### config.mk
export PLATFORM = sky130hd
export DESIGN_NAME = cordic_input_sequencer
export DESIGN_NICKNAME = d
export VERILOG_FILES = /design/src/rtl/cordic_input_sequencer_pkg.sv /design/src/rtl/st_conditioner.sv /design/src/rtl/cordic_input_sequencer.sv
export SDC_FILE = /design/constraint.sdc
export NUM_CORES = 1
export LEC_CHECK = 0
export ABC_CLOCK_PERIOD_IN_PS = 1950
export CORE_ASPECT_RATIO = 0.5
export CORE_MARGIN = 2
export CORE_UTILIZATION = 35
export CTS_CLUSTER_DIAMETER = 50
export DETAILED_ROUTE_END_ITERATION = 10
export HOLD_SLACK_MARGIN = 0.03
export PLACE_DENSITY = 0.68
export SYNTH_ARGS = -nofsm -noshare
export SYNTH_HDL_FRONTEND = slang
export SYNTH_SLANG_ARGS = --single-unit
### constraint.sdc
create_clock -name clk -period 1.95 [get_ports clk]
set_input_delay 0.39 -clock clk [delete_from_list [all_inputs] [get_ports clk]]
set_output_delay 0.39 -clock clk [all_outputs]
set_load 0.01 [all_outputs]
### src/rtl/cordic_input_sequencer_pkg.sv
// rtl/cordic_input_sequencer_pkg.sv - shared state encodings, widths and function-code helpers
package cordic_input_sequencer_pkg;

  localparam int OPW              = 16;
  localparam int RESW             = 32;
  localparam int MAX_FUNC_DEFAULT = 8;

  typedef enum logic [2:0] {
    ST_IDLE   = 3'd0,
    ST_FUNC   = 3'd1,
    ST_OP1    = 3'd2,
    ST_OP2    = 3'd3,
    ST_START  = 3'd4,
    ST_WAIT   = 3'd5,
    ST_RESULT = 3'd6
  } seq_state_e;

  // Codes 0, 1 and 7 take two operands; every other legal code takes one.
  function automatic logic is_two_operand(input logic [3:0] code);
    return (code == 4'd0) || (code == 4'd1) || (code == 4'd7);
  endfunction

endpackage

### src/rtl/st_conditioner.sv
// rtl/st_conditioner.sv - step button synchroniser, debounce and single-pulse press detector
module st_conditioner #(
  parameter int DEBOUNCE_CYCLES = 1
) (
  input  logic clk,
  input  logic rst_n,
  input  logic st_i,
  output logic press_o
);

  localparam int CW = (DEBOUNCE_CYCLES < 1) ? 1 : $clog2(DEBOUNCE_CYCLES + 1);
  localparam logic [CW-1:0] CNT_LAST = CW'(DEBOUNCE_CYCLES - 1);
  localparam logic [CW-1:0] CNT_SAT  = CW'(DEBOUNCE_CYCLES);

  logic [1:0]    sync_q;
  logic [CW-1:0] cnt_q, cnt_d;
  logic          press_q, press_d;

  // Counter saturates while held so a long press yields a single pulse.
  always_comb begin
    cnt_d   = cnt_q;
    press_d = sync_q[1] && (cnt_q == CNT_LAST);
    if (!sync_q[1]) begin
      cnt_d = '0;
    end else if (cnt_q != CNT_SAT) begin
      cnt_d = cnt_q + 1'b1;
    end
  end

  always_ff @(posedge clk) begin
    if (!rst_n) begin
      sync_q  <= 2'b00;
      cnt_q   <= '0;
      press_q <= 1'b0;
    end else begin
      sync_q  <= {sync_q[0], st_i};
      cnt_q   <= cnt_d;
      press_q <= press_d;
    end
  end

  assign press_o = press_q;

endmodule

### src/rtl/cordic_input_sequencer.sv
// rtl/cordic_input_sequencer.sv - button-stepped entry of function code and operands for a CORDIC core
module cordic_input_sequencer
  import cordic_input_sequencer_pkg::*;
#(
  parameter int DEBOUNCE_CYCLES = 1,
  parameter int MAX_FUNC        = MAX_FUNC_DEFAULT
) (
  input  logic            clk,
  input  logic            rst_n,
  input  logic            st,
  input  logic [OPW-1:0]  sw_in,
  input  logic            core_done,
  input  logic [RESW-1:0] core_result,
  output logic [3:0]      func,
  output logic [OPW-1:0]  op1,
  output logic [OPW-1:0]  op2,
  output logic            go,
  output logic [RESW-1:0] result,
  output logic            result_valid,
  output logic [2:0]      phase,
  output logic            err
);

  localparam logic [3:0] MAX_CODE = 4'(MAX_FUNC);

  seq_state_e      state_q;
  logic [3:0]      func_q;
  logic [OPW-1:0]  op1_q, op2_q;
  logic [RESW-1:0] result_q;
  logic            go_q, result_valid_q, err_q;
  logic            press;

  st_conditioner #(
    .DEBOUNCE_CYCLES(DEBOUNCE_CYCLES)
  ) u_st_conditioner (
    .clk    (clk),
    .rst_n  (rst_n),
    .st_i   (st),
    .press_o(press)
  );

  // Presses are only consulted in entry states, so START/WAIT presses drop on the floor.
  always_ff @(posedge clk) begin
    if (!rst_n) begin
      state_q        <= ST_IDLE;
      func_q         <= '0;
      op1_q          <= '0;
      op2_q          <= '0;
      result_q       <= '0;
      go_q           <= 1'b0;
      result_valid_q <= 1'b0;
      err_q          <= 1'b0;
    end else begin
      go_q <= 1'b0;
      case (state_q)
        ST_IDLE: if (press) state_q <= ST_FUNC;
        ST_FUNC: begin
          if (press) begin
            if (sw_in[3:0] <= MAX_CODE) begin
              func_q <= sw_in[3:0];
              err_q  <= 1'b0;
              if (is_two_operand(sw_in[3:0])) begin
                state_q <= ST_OP1;
              end else begin
                op1_q   <= '0;
                state_q <= ST_OP2;
              end
            end else begin
              err_q <= 1'b1;
            end
          end
        end
        ST_OP1: begin
          if (press) begin
            op1_q   <= sw_in;
            state_q <= ST_OP2;
          end
        end
        ST_OP2: begin
          if (press) begin
            op2_q   <= sw_in;
            go_q    <= 1'b1;
            state_q <= ST_START;
          end
        end
        ST_START: state_q <= ST_WAIT;
        ST_WAIT: begin
          if (core_done) begin
            result_q       <= core_result;
            result_valid_q <= 1'b1;
            state_q        <= ST_RESULT;
          end
        end
        ST_RESULT: begin
          if (press) begin
            result_valid_q <= 1'b0;
            state_q        <= ST_FUNC;
          end
        end
        default: state_q <= ST_IDLE;
      endcase
    end
  end

  assign func         = func_q;
  assign op1          = op1_q;
  assign op2          = op2_q;
  assign go           = go_q;
  assign result       = result_q;
  assign result_valid = result_valid_q;
  assign phase        = state_q;
  assign err          = err_q;

endmodule

==> impl_metrics.toml <==
[global_routing]
grt_pass1_wl_um = 11200
grtUsageTotal = 0.160
grt_max_degree = 44
grt_pass1_vias = 2309
antenna_found_initial = 0
grt_remaining_overflow = 0

[power]
p_per_area_nw_per_um2 = 740
p_int_mw = 2.74
ir_worst_vdd_mv = 0.452
power_frac_clock = 0.479
sequentialPowerShare = 0.465
post-layout-total-power_mw = 3.45
switchingPower_mw = 0.706
combPwrFrac = 0.056
p_leak_nw = 1.55
switching_share = 0.205

[synthesis]
yosysSeqAreaShare = 0.528
synthCells = 337
yosys.cell_types.count = 33
yosys_warnings = 0
synth_top_area_frac = 0.528
synth_area_leader_cell = "dfxtp_1"
syn-cell-area_um2 = 2960
synth.area.top_cells = "dfxtp_1 (53%), nand2_1 (13%), a21oi_1 (8.3%)"
postSynthNetCount = 389
avgSynthCellArea_um2 = 8.77
synth-seq-cells = 78

[timing]
clock.fmax_ghz = 0.554
setup_tns_ps = 0
worst_pin_slew_ps = 783
rsz0062_at_grt = "no"
layout_min_cycle_time_ps = 1810
setup_viol = 0
fin_crit_sh = 0.926
slew_violations = 0
hold_viol = 0
relSlewSlack = 0.478
fin_skew_ps = 5.70

[floorplan]
io_pins = 126
die_area_um2 = 9240
core_um2 = 8090
rows = 23
initial_utilization = 0.365
die_width_um = 134
die_h_um = 69.0

[clock_network]
htree_num_levels = 3
hold_buffers = 0
clock_path_buffers = 2
clk_pin_slew_ps = 60
cts_buffers = 9
cts-root-buf = "clkbuf_16"
tritoncts = "done"
cts_sinks = 78
insertion_delay_ps = 330

[hold_path]
min_from = "u_st_conditioner.cnt_q$_SDFF_PN0_"
min_path_type = "flop to flop"
min_path_cells = 1

[detailed_routing]
firstDrtPassIters = 4
route.vias.total = 2682
drc = 0
drtIter0Drc = 135
via_per_inst = 4.62
routed_wl_um = 7540
antenna_left = 0
wire_per_inst_um = 13.0

[run_status]
outcome = "finished, final reports clean"

[finish]
syn_to_final_growth_pct = 57.8
drive_above_1_share = 0.0897
nNetsFinal = 515
diodes = 0
fin_area_um2 = 4660

[job]
drv_cap = 0

[place]
place_area_um2 = 4360
dp_hpwl_um = 5180
place_congestion = 0.776
portBuffers = 125

[setup_path]
crit_start = "sw_in[1]"
cp_max_fo = 16
reg2reg_depth = 4
arrival_ps = 1990
cp.required_ps = 2140
r2r-start = "u_st_conditioner.press_o$_SDFF_PN0_"
cp-start-kind = "input pin"
critPathKind = "input pin to flop"
cp-end-kind = "flop"
-- layer usage --
layer,GRT usage,routed length [um],vias up,share of wire
met5,0,0,-,0
met4,0.0758,106,0,0.014
met3,0.0526,427,10,0.057
met2,0.263,3580,65,0.47
met1,0.194,3430,1212,0.45
li1,-,-,1395,-
-- kinds of logic after synthesis --
| kind of cell | synth area share |
|---|---|
| buffers and inverters | 0.0512 |
| AND/OR/NAND/NOR | 0.197 |
| XOR/XNOR | 0.00296 |
| AO/OA/AOI/OAI | 0.163 |
| flip-flops | 0.528 |
| multiplexers | 0.0576 |
-- through the flow --
stage,std cells,hold WS [ps],util,setup slack [ps]
finish,580,386,0.577,144
global route,580,403,0.577,26.1
CTS,580,393,0.576,1.70
detailed placement,564,382,0.539,-200
global placement,564,371,0.539,-176
floorplan,337,367,-,467
-- synth_stat cells (all sizes together) --
library cell,n
and4bb,2
xnor2,1
or3b,1
and2,3
or2,1
and4b,3
mux2i,17
buf,11
o211a,1
o311ai,1
o221ai,1
nand3,2
a21boi,1
clkbuf,17
nand2,105
a211oi,17
nor3,1
o22ai,3
nand4b,2
o31a,1
a21oi,49
nor2b,3
nand2b,3
a31oi,1
clkinv,1
or3,1
a221oi,2
o21ai,2
nor2,6
dfxtp,78
-- cell type report --
type / instances / area, um^2
inverters: 1 / 3.75
well taps: 112 / 140
multi-input cells: 230 / 1240
fillers: 745 / 3420
clock inverters: 5 / 58.8
clock buffers: 11 / 243
repair buffers: 143 / 1410
flip-flops and latches: 78 / 1560
-- power groups by stage --
stage	clock, mW	combinational (mW)	sequential (mW)
after floorplan	0	0.0585	1.63
after global routing	1.76	0.209	1.60
after global placement	0	0.195	1.64
after CTS	1.71	0.196	1.60
after detailed placement	0	0.194	1.64
final	1.65	0.195	1.60
-- timing repair --
| item | 4_1_cts | 5_1_grt |
|---|---|---|
| setup buffers | 0 | 0 |
| endpoints found under the setup margin | 0 | 2 |
| gates resized for setup | 0 | 2 |
-- worst max-delay path, cell delays in order --
cell and delay (ps):
clkdlybuf4s50_1 450, or2_2 340, o221ai_2 640, a211oi_1 170
-- worst paths after layout --
check | slack [ps] | to
worst min-delay path | 390 | u_st_conditioner.press_o$_SDFF_PN0_
worst max register to register | 510 | op1[12]$_SDFFE_PN0P_
worst max-delay path | 140 | op1[8]$_SDFFE_PN0P_
worst min register to register | 390 | u_st_conditioner.press_o$_SDFF_PN0_
-- state kept, by name (all words and copies together) (netlist names) --
register	count
u_st_conditioner.cnt_q	1
go	1
func	4
result_valid	1
result	32
err	1
u_st_conditioner.sync_q	2
phase	3
op1	16
u_st_conditioner.press_o	1
op2	16
-- placed cells by master (no fill, tap or decap), drive strengths merged --
master	instances
clkdlybuf4s50	125
nand2	105
dfxtp	78
a21oi	49
buf	18
mux2i	17
a211oi	17
clkbuf	11
nor2	6
and2	3
nand2b	3
nor2b	3
o22ai	3
and4b	3
and4bb	2
nand3	2
o21ai	2
nand4b	2
clkinvlp	2
a221oi	2
clkinv	2
or2	1
xnor2	1
or3b	1
o221ai	1
inv	1
a21boi	1
o311ai	1
o31a	1
or3	1
a31oi	1
o211a	1
nor3	1
bufinv	1
No activity file was read; power rests on OpenSTA's default activity.
==> variant 1, RTL diff (same flow settings) <==
`RESW`: 32 -> 48.
--- a/src/rtl/cordic_input_sequencer_pkg.sv
+++ b/src/rtl/cordic_input_sequencer_pkg.sv
@@ -2,7 +2,7 @@
 package cordic_input_sequencer_pkg;
 
   localparam int OPW              = 16;
-  localparam int RESW             = 32;
+  localparam int RESW             = 48;
   localparam int MAX_FUNC_DEFAULT = 8;
 
   typedef enum logic [2:0] {
Ports: changed (resized core_result and result); port bits go from 126 to 158. The function was not compared with the original's and may differ.
==> variant 1 against the unedited design <==
Design area increased by 20%. Register-to-register slack got worse by 0.12 ns. Synthesized cell count up 21%. Total power up 13%. Via count grew 22%. Non-clock buffer count up 38. Hold slack better by 0.0052 ns. Sequential power is 21% higher. First-iteration DRC count increased by 16%. Worst setup slack improved by 0.010 ns. Sequential cell count rose by 16. Sequential share of layout area about the same. Largest power group is now sequential cells. Synthesized area rose by 19%. Wire length grew 26%.
==> variant 1: results (changes against the unedited design) <==
[clock_network]
post_cts_buffers=0  ; unchanged
cts_resized=1  ; +1
clk_latency_ns=0.33  ; about the same
cts_root_buffer=clkbuf_16
htree_levels=3  ; unchanged
clkTransAtPathRegs_ns=0.07

[logic_synthesis]
syn_inst=407  ; +21%
synth_flop_cell=dfxtp_1
syn_nets=475  ; +22%
synthXorXnorAreaFrac_pct=0.250  ; -0.046 points
async_flop_share_pct=0  ; unchanged
synth_common_cells=nand2_1, dfxtp_1, a21oi_1
ys_types=33  ; unchanged
synth.area.top_cells=dfxtp_1, nand2_1, a21oi_1, mux2i_1, a211oi_1
synthMuxAreaShare_pct=4.86  ; -0.90 points
seq_area_frac_synth_pct=53.7  ; +0.90 points
synth_compound_area_share_pct=15.9  ; -0.44 points

[grt]
grt_util_met3_pct=4.67  ; -0.60 points
track_usage_pct=17.4  ; +1.4 points
grt_pass1_vias=3026  ; +31%
grt_use_met1_pct=21.2  ; +1.8 points
grt_pass1_wl_um=15200  ; +35%
grt_max_degree=49  ; +11%
met2_usage_pct=31.5  ; +5.2 points

[final_layout]
n_fill_cell=897  ; +20%
fin_cells=704  ; +21%
layout-drive-gt1-share_pct=8.26  ; -0.71 points
largest_register_ffs=48  ; +50%
fin_nets=633  ; +23%

[routing]
wl_um=9510  ; +26%
drtIter0Drc=156  ; +16%
post_drt_via_cell_ratio=4.64  ; +0.39%

[critical_path]
cpPeakStageDelay_ns=0.63
cp_top_family=compound AO/OA/AOI/OAI gates
arrival_ns=1.98

[power]
p_int_w=0.00310  ; +13%
power_leakage_nw=1.87  ; +21%
ir_drop_v=0.000471  ; +4.1%
seq_power_share_pct=49.4  ; +2.9 points
p_clk_w=0.00173  ; +5%

[placed_design]
port_buffers=157  ; +26%
post-place-cells=689  ; +22%
dpl.hpwl_um=6780  ; +31%
pre_cts_ws_ns=-0.179  ; +0.0207 ns
routabilityCongestion=0.772  ; -0.58%

[timing]
fin_skew_ns=0.00695  ; +0.00125 ns
worst_pin_slew_ns=0.766  ; -0.0174 ns

[outcome]
status=finished clean

variant 1: cell count changes in the layout (fill, tap and decap cells not counted), moves of 3 or more:
| cell | before | now |
|---|---|---|
| clkdlybuf4s50_1 | 125 | 157 |
| nand2_1 | 105 | 137 |
| dfxtp_1 | 76 | 93 |
| a21oi_1 | 49 | 65 |
| buf_12 | 2 | 5 |
| buf_4 | 16 | 19 |
variant 1: final timing paths:
path,from,endpoint,slack (ns),cells after the start
max,sw_in[1],op1[3],0.15,4
min,u_st_conditioner.cnt_q,u_st_conditioner.press_o,0.39,1
max reg2reg,phase[2],op1[15],0.39,5
min reg2reg,u_st_conditioner.cnt_q,u_st_conditioner.press_o,0.39,1
variant 1: cell type report:
| cell class | count | area [um2] | area share, % |
|---|---|---|---|
| repair buffers | 181 | 1810 | 32.4 |
| multi-input cells | 278 | 1440 | 25.6 |
| clock inverters | 5 | 60.1 | 1.07 |
| inverters | 1 | 3.75 | 0.0669 |
| well taps | 135 | 169 | 3.01 |
| flip-flops and latches | 94 | 1880 | 33.6 |
| clock buffers | 10 | 239 | 4.26 |
variant 1: through the flow:
step,setup TNS [ns],cell area [um2],total power [W],hold WS (ns)
5_1_grt,0,5610,0.00405,0.416
4_1_cts,0,5610,0.00395,0.396
6_report,0,5610,0.00390,0.392
2_1_floorplan,0,3500,0.00203,0.367
3_3_place_gp,-2.72,5310,0.00221,0.383
3_5_place_dp,-2.71,5310,0.00221,0.389
variant 1: worst reg2reg max path: stages (launching register included):
cell      delay [ns]
dfxtp_1         0.36
buf_4           0.19
and4bb_2        0.28
buf_4           0.28
mux2i_1         0.24
a211oi_1        0.07
variant 1: layer usage:
metal / wire (um) / vias to the layer above
li1: - / 1683
met2: 4710 / 65
met1: 4330 / 1511
met3: 362 / 9
met4: 109 / 0
met5: 0 / -
==> variant 2, RTL diff (same flow settings) <==
Made on the original files. Register the inputs `st`, `sw_in`, `core_done` and `core_result` before use. The logic sees them one clock later.
--- a/src/rtl/cordic_input_sequencer.sv
+++ b/src/rtl/cordic_input_sequencer.sv
@@ -23,6 +23,18 @@
 
   localparam logic [3:0] MAX_CODE = 4'(MAX_FUNC);
 
+  logic st_q;
+  logic [OPW-1:0] sw_q;
+  logic core_done_q;
+  logic [RESW-1:0] core_result_q;
+
+  always_ff @(posedge clk) begin
+    st_q          <= st;
+    sw_q          <= sw_in;
+    core_done_q   <= core_done;
+    core_result_q <= core_result;
+  end
+
   seq_state_e      state_q;
   logic [3:0]      func_q;
   logic [OPW-1:0]  op1_q, op2_q;
@@ -35,7 +47,7 @@
   ) u_st_conditioner (
     .clk    (clk),
     .rst_n  (rst_n),
-    .st_i   (st),
+    .st_i   (st_q),
     .press_o(press)
   );
 
@@ -56,10 +68,10 @@
         ST_IDLE: if (press) state_q <= ST_FUNC;
         ST_FUNC: begin
           if (press) begin
-            if (sw_in[3:0] <= MAX_CODE) begin
-              func_q <= sw_in[3:0];
+            if (sw_q[3:0] <= MAX_CODE) begin
+              func_q <= sw_q[3:0];
               err_q  <= 1'b0;
-              if (is_two_operand(sw_in[3:0])) begin
+              if (is_two_operand(sw_q[3:0])) begin
                 state_q <= ST_OP1;
               end else begin
                 op1_q   <= '0;
@@ -72,21 +84,21 @@
         end
         ST_OP1: begin
           if (press) begin
-            op1_q   <= sw_in;
+            op1_q   <= sw_q;
             state_q <= ST_OP2;
           end
         end
         ST_OP2: begin
           if (press) begin
-            op2_q   <= sw_in;
+            op2_q   <= sw_q;
             go_q    <= 1'b1;
             state_q <= ST_START;
           end
         end
         ST_START: state_q <= ST_WAIT;
         ST_WAIT: begin
-          if (core_done) begin
-            result_q       <= core_result;
+          if (core_done_q) begin
+            result_q       <= core_result_q;
             result_valid_q <= 1'b1;
             state_q        <= ST_RESULT;
           end
Function: changed (Yosys sat finds a counterexample within 10 cycles, from zero or initial values and one cycle with rst_n low).
==> variant 2 against the unedited design <==
Via count grew 12%. Total power grew 72%. Worst setup slack lost 0.024 ns. Register-to-register slack lost 0.09 ns. Hold slack gained 0.020 ns. Sequential share of layout area grew 9.5 points. Global-route usage shrank 0.85 points. Wire length grew 22%. Synthesized area grew 36%. Design area grew 28%. Sequential cell count grew 50. Critical path depth shrank 3. Largest cell class unchanged.
==> variant 2: results (changes against the unedited design) <==
[outcome]
status=finished clean

[timing]
fin_skew_ns=0.0123  ; +0.00658 ns
worst_pin_slew_ns=0.657  ; -0.126 ns

[power]
pg_seq_w=0.00271  ; +69%
p_per_area_mw_per_mm2=994  ; +34%
comb_power_share_pct=3.0  ; -2.6 points
ir_drop_v=0.000612  ; +35%

[clock_network]
clk_latency_ns=0.41  ; +0.08 ns
cts_buffers=17  ; +8
post_cts_buffers=0  ; unchanged
htree_levels=4  ; +1
cts_resized=3  ; +3

[logic_synthesis]
synth_compound_area_share_pct=9.92  ; -6.4 points
yosys_warnings=0  ; unchanged
synth_common_cells=dfxtp_1, nand2_1, a21oi_1
synthXorXnorAreaFrac_pct=0.218  ; -0.079 points
synth.area.top_cells=dfxtp_1, nand2_1, a21oi_1, mux2i_1, nor3_2
synthMuxAreaShare_pct=4.23  ; -1.5 points
seq_area_frac_synth_pct=63.7  ; +11 points
ys_types=39  ; +18%
syn_nets=437  ; +12%

[critical_path]
crit_fanout=10  ; -6
cp_top_family=buffers and inverters
cpPeakStageDelay_ns=0.61  ; -0.03 ns
ff2ff_setup_slack_ns=0.42  ; -0.09 ns
crit_slowest_cell=clkdlybuf4s50_1
arrival_ns=1.44  ; -0.55 ns

[placed_design]
dpl.hpwl_um=5990  ; +15%
routabilityCongestion=0.752  ; -3.2%

[grt]
antenna_found_initial=0  ; unchanged
grt_pass1_wl_um=14500  ; +29%
grt_max_degree=34  ; -23%
grt_pass1_vias=2932  ; +27%
track_usage_pct=15.1  ; -0.85 points

[routing]
dr_wl_met3_um=439  ; +2.8%
wl_met2_um=4460  ; +24%
post_drt_via_cell_ratio=4.49  ; -2.9%
wl_um=9190  ; +22%
drtIter0Drc=103  ; -24%
wl_met1_um=4180  ; +22%

[final_layout]
layout-drive-gt1-share_pct=12.6  ; +3.6 points
fin_nets=562  ; +9.1%
n_fill_cell=999  ; +34%

## variant 2: cell types whose count changed after synthesis, sizes merged, moves of 3 or more
cell | before | now
nor3b | 0 | 4
buf | 11 | 17
a21oi | 49 | 52
o22ai | 3 | 0
clkbuf | 17 | 10
dfxtp | 78 | 128
nand2 | 105 | 98
a211oi | 17 | 0
nor3 | 1 | 15
## variant 2: path summary, 6_finish.rpt
path | to | cells after the start | start
worst min-delay path | u_st_conditioner.press_o | 1 | u_st_conditioner.cnt_q
worst max-delay path | phase[0] | 1 | phase[0]
worst max register to register | op1[0] | 4 | sw_q[3]
worst min register to register | u_st_conditioner.press_o | 1 | u_st_conditioner.cnt_q
## variant 2: stage by stage
step / area (um2) / util [%] / setup slack, ns / hold WS [ns] / std cells
3_3_place_gp: 5380 / 48.4 / 0.278 / 0.374 / 636
5_1_grt: 5970 / 53.8 / 0.0687 / 0.402 / 668
2_1_floorplan: 4030 / - / 0.447 / 0.367 / 385
4_1_cts: 5970 / 53.7 / 0.0220 / 0.401 / 668
6_report: 5970 / 53.8 / 0.119 / 0.406 / 668
3_5_place_dp: 5380 / 48.4 / 0.220 / 0.392 / 636
## variant 2: kinds of logic after synthesis
kind of cell | Yosys count
AOI/OAI and AO/OA | 66
and+or+nand+nor | 144
DFF | 128
xor gates and xnor gates | 1
muxes | 17
buffers and inverters | 29
## variant 2: cell type report
class	count	area, um2	share of cell area, %
Inverter	2	7.51	0.126
Sequential cell	128	2570	43.0
Timing Repair Buffer	133	1340	22.4
Tap cell	145	181	3.04
Multi-Input combinational cell	228	1300	21.7
Clock buffer	17	425	7.12
Clock inverter	15	159	2.66
## variant 2: metal layers
metal	global-route usage [%]	vias up
li1	-	1532
met1	18.6	1381
met2	24.8	77
met3	4.51	9
met4	6.88	0
met5	0	-
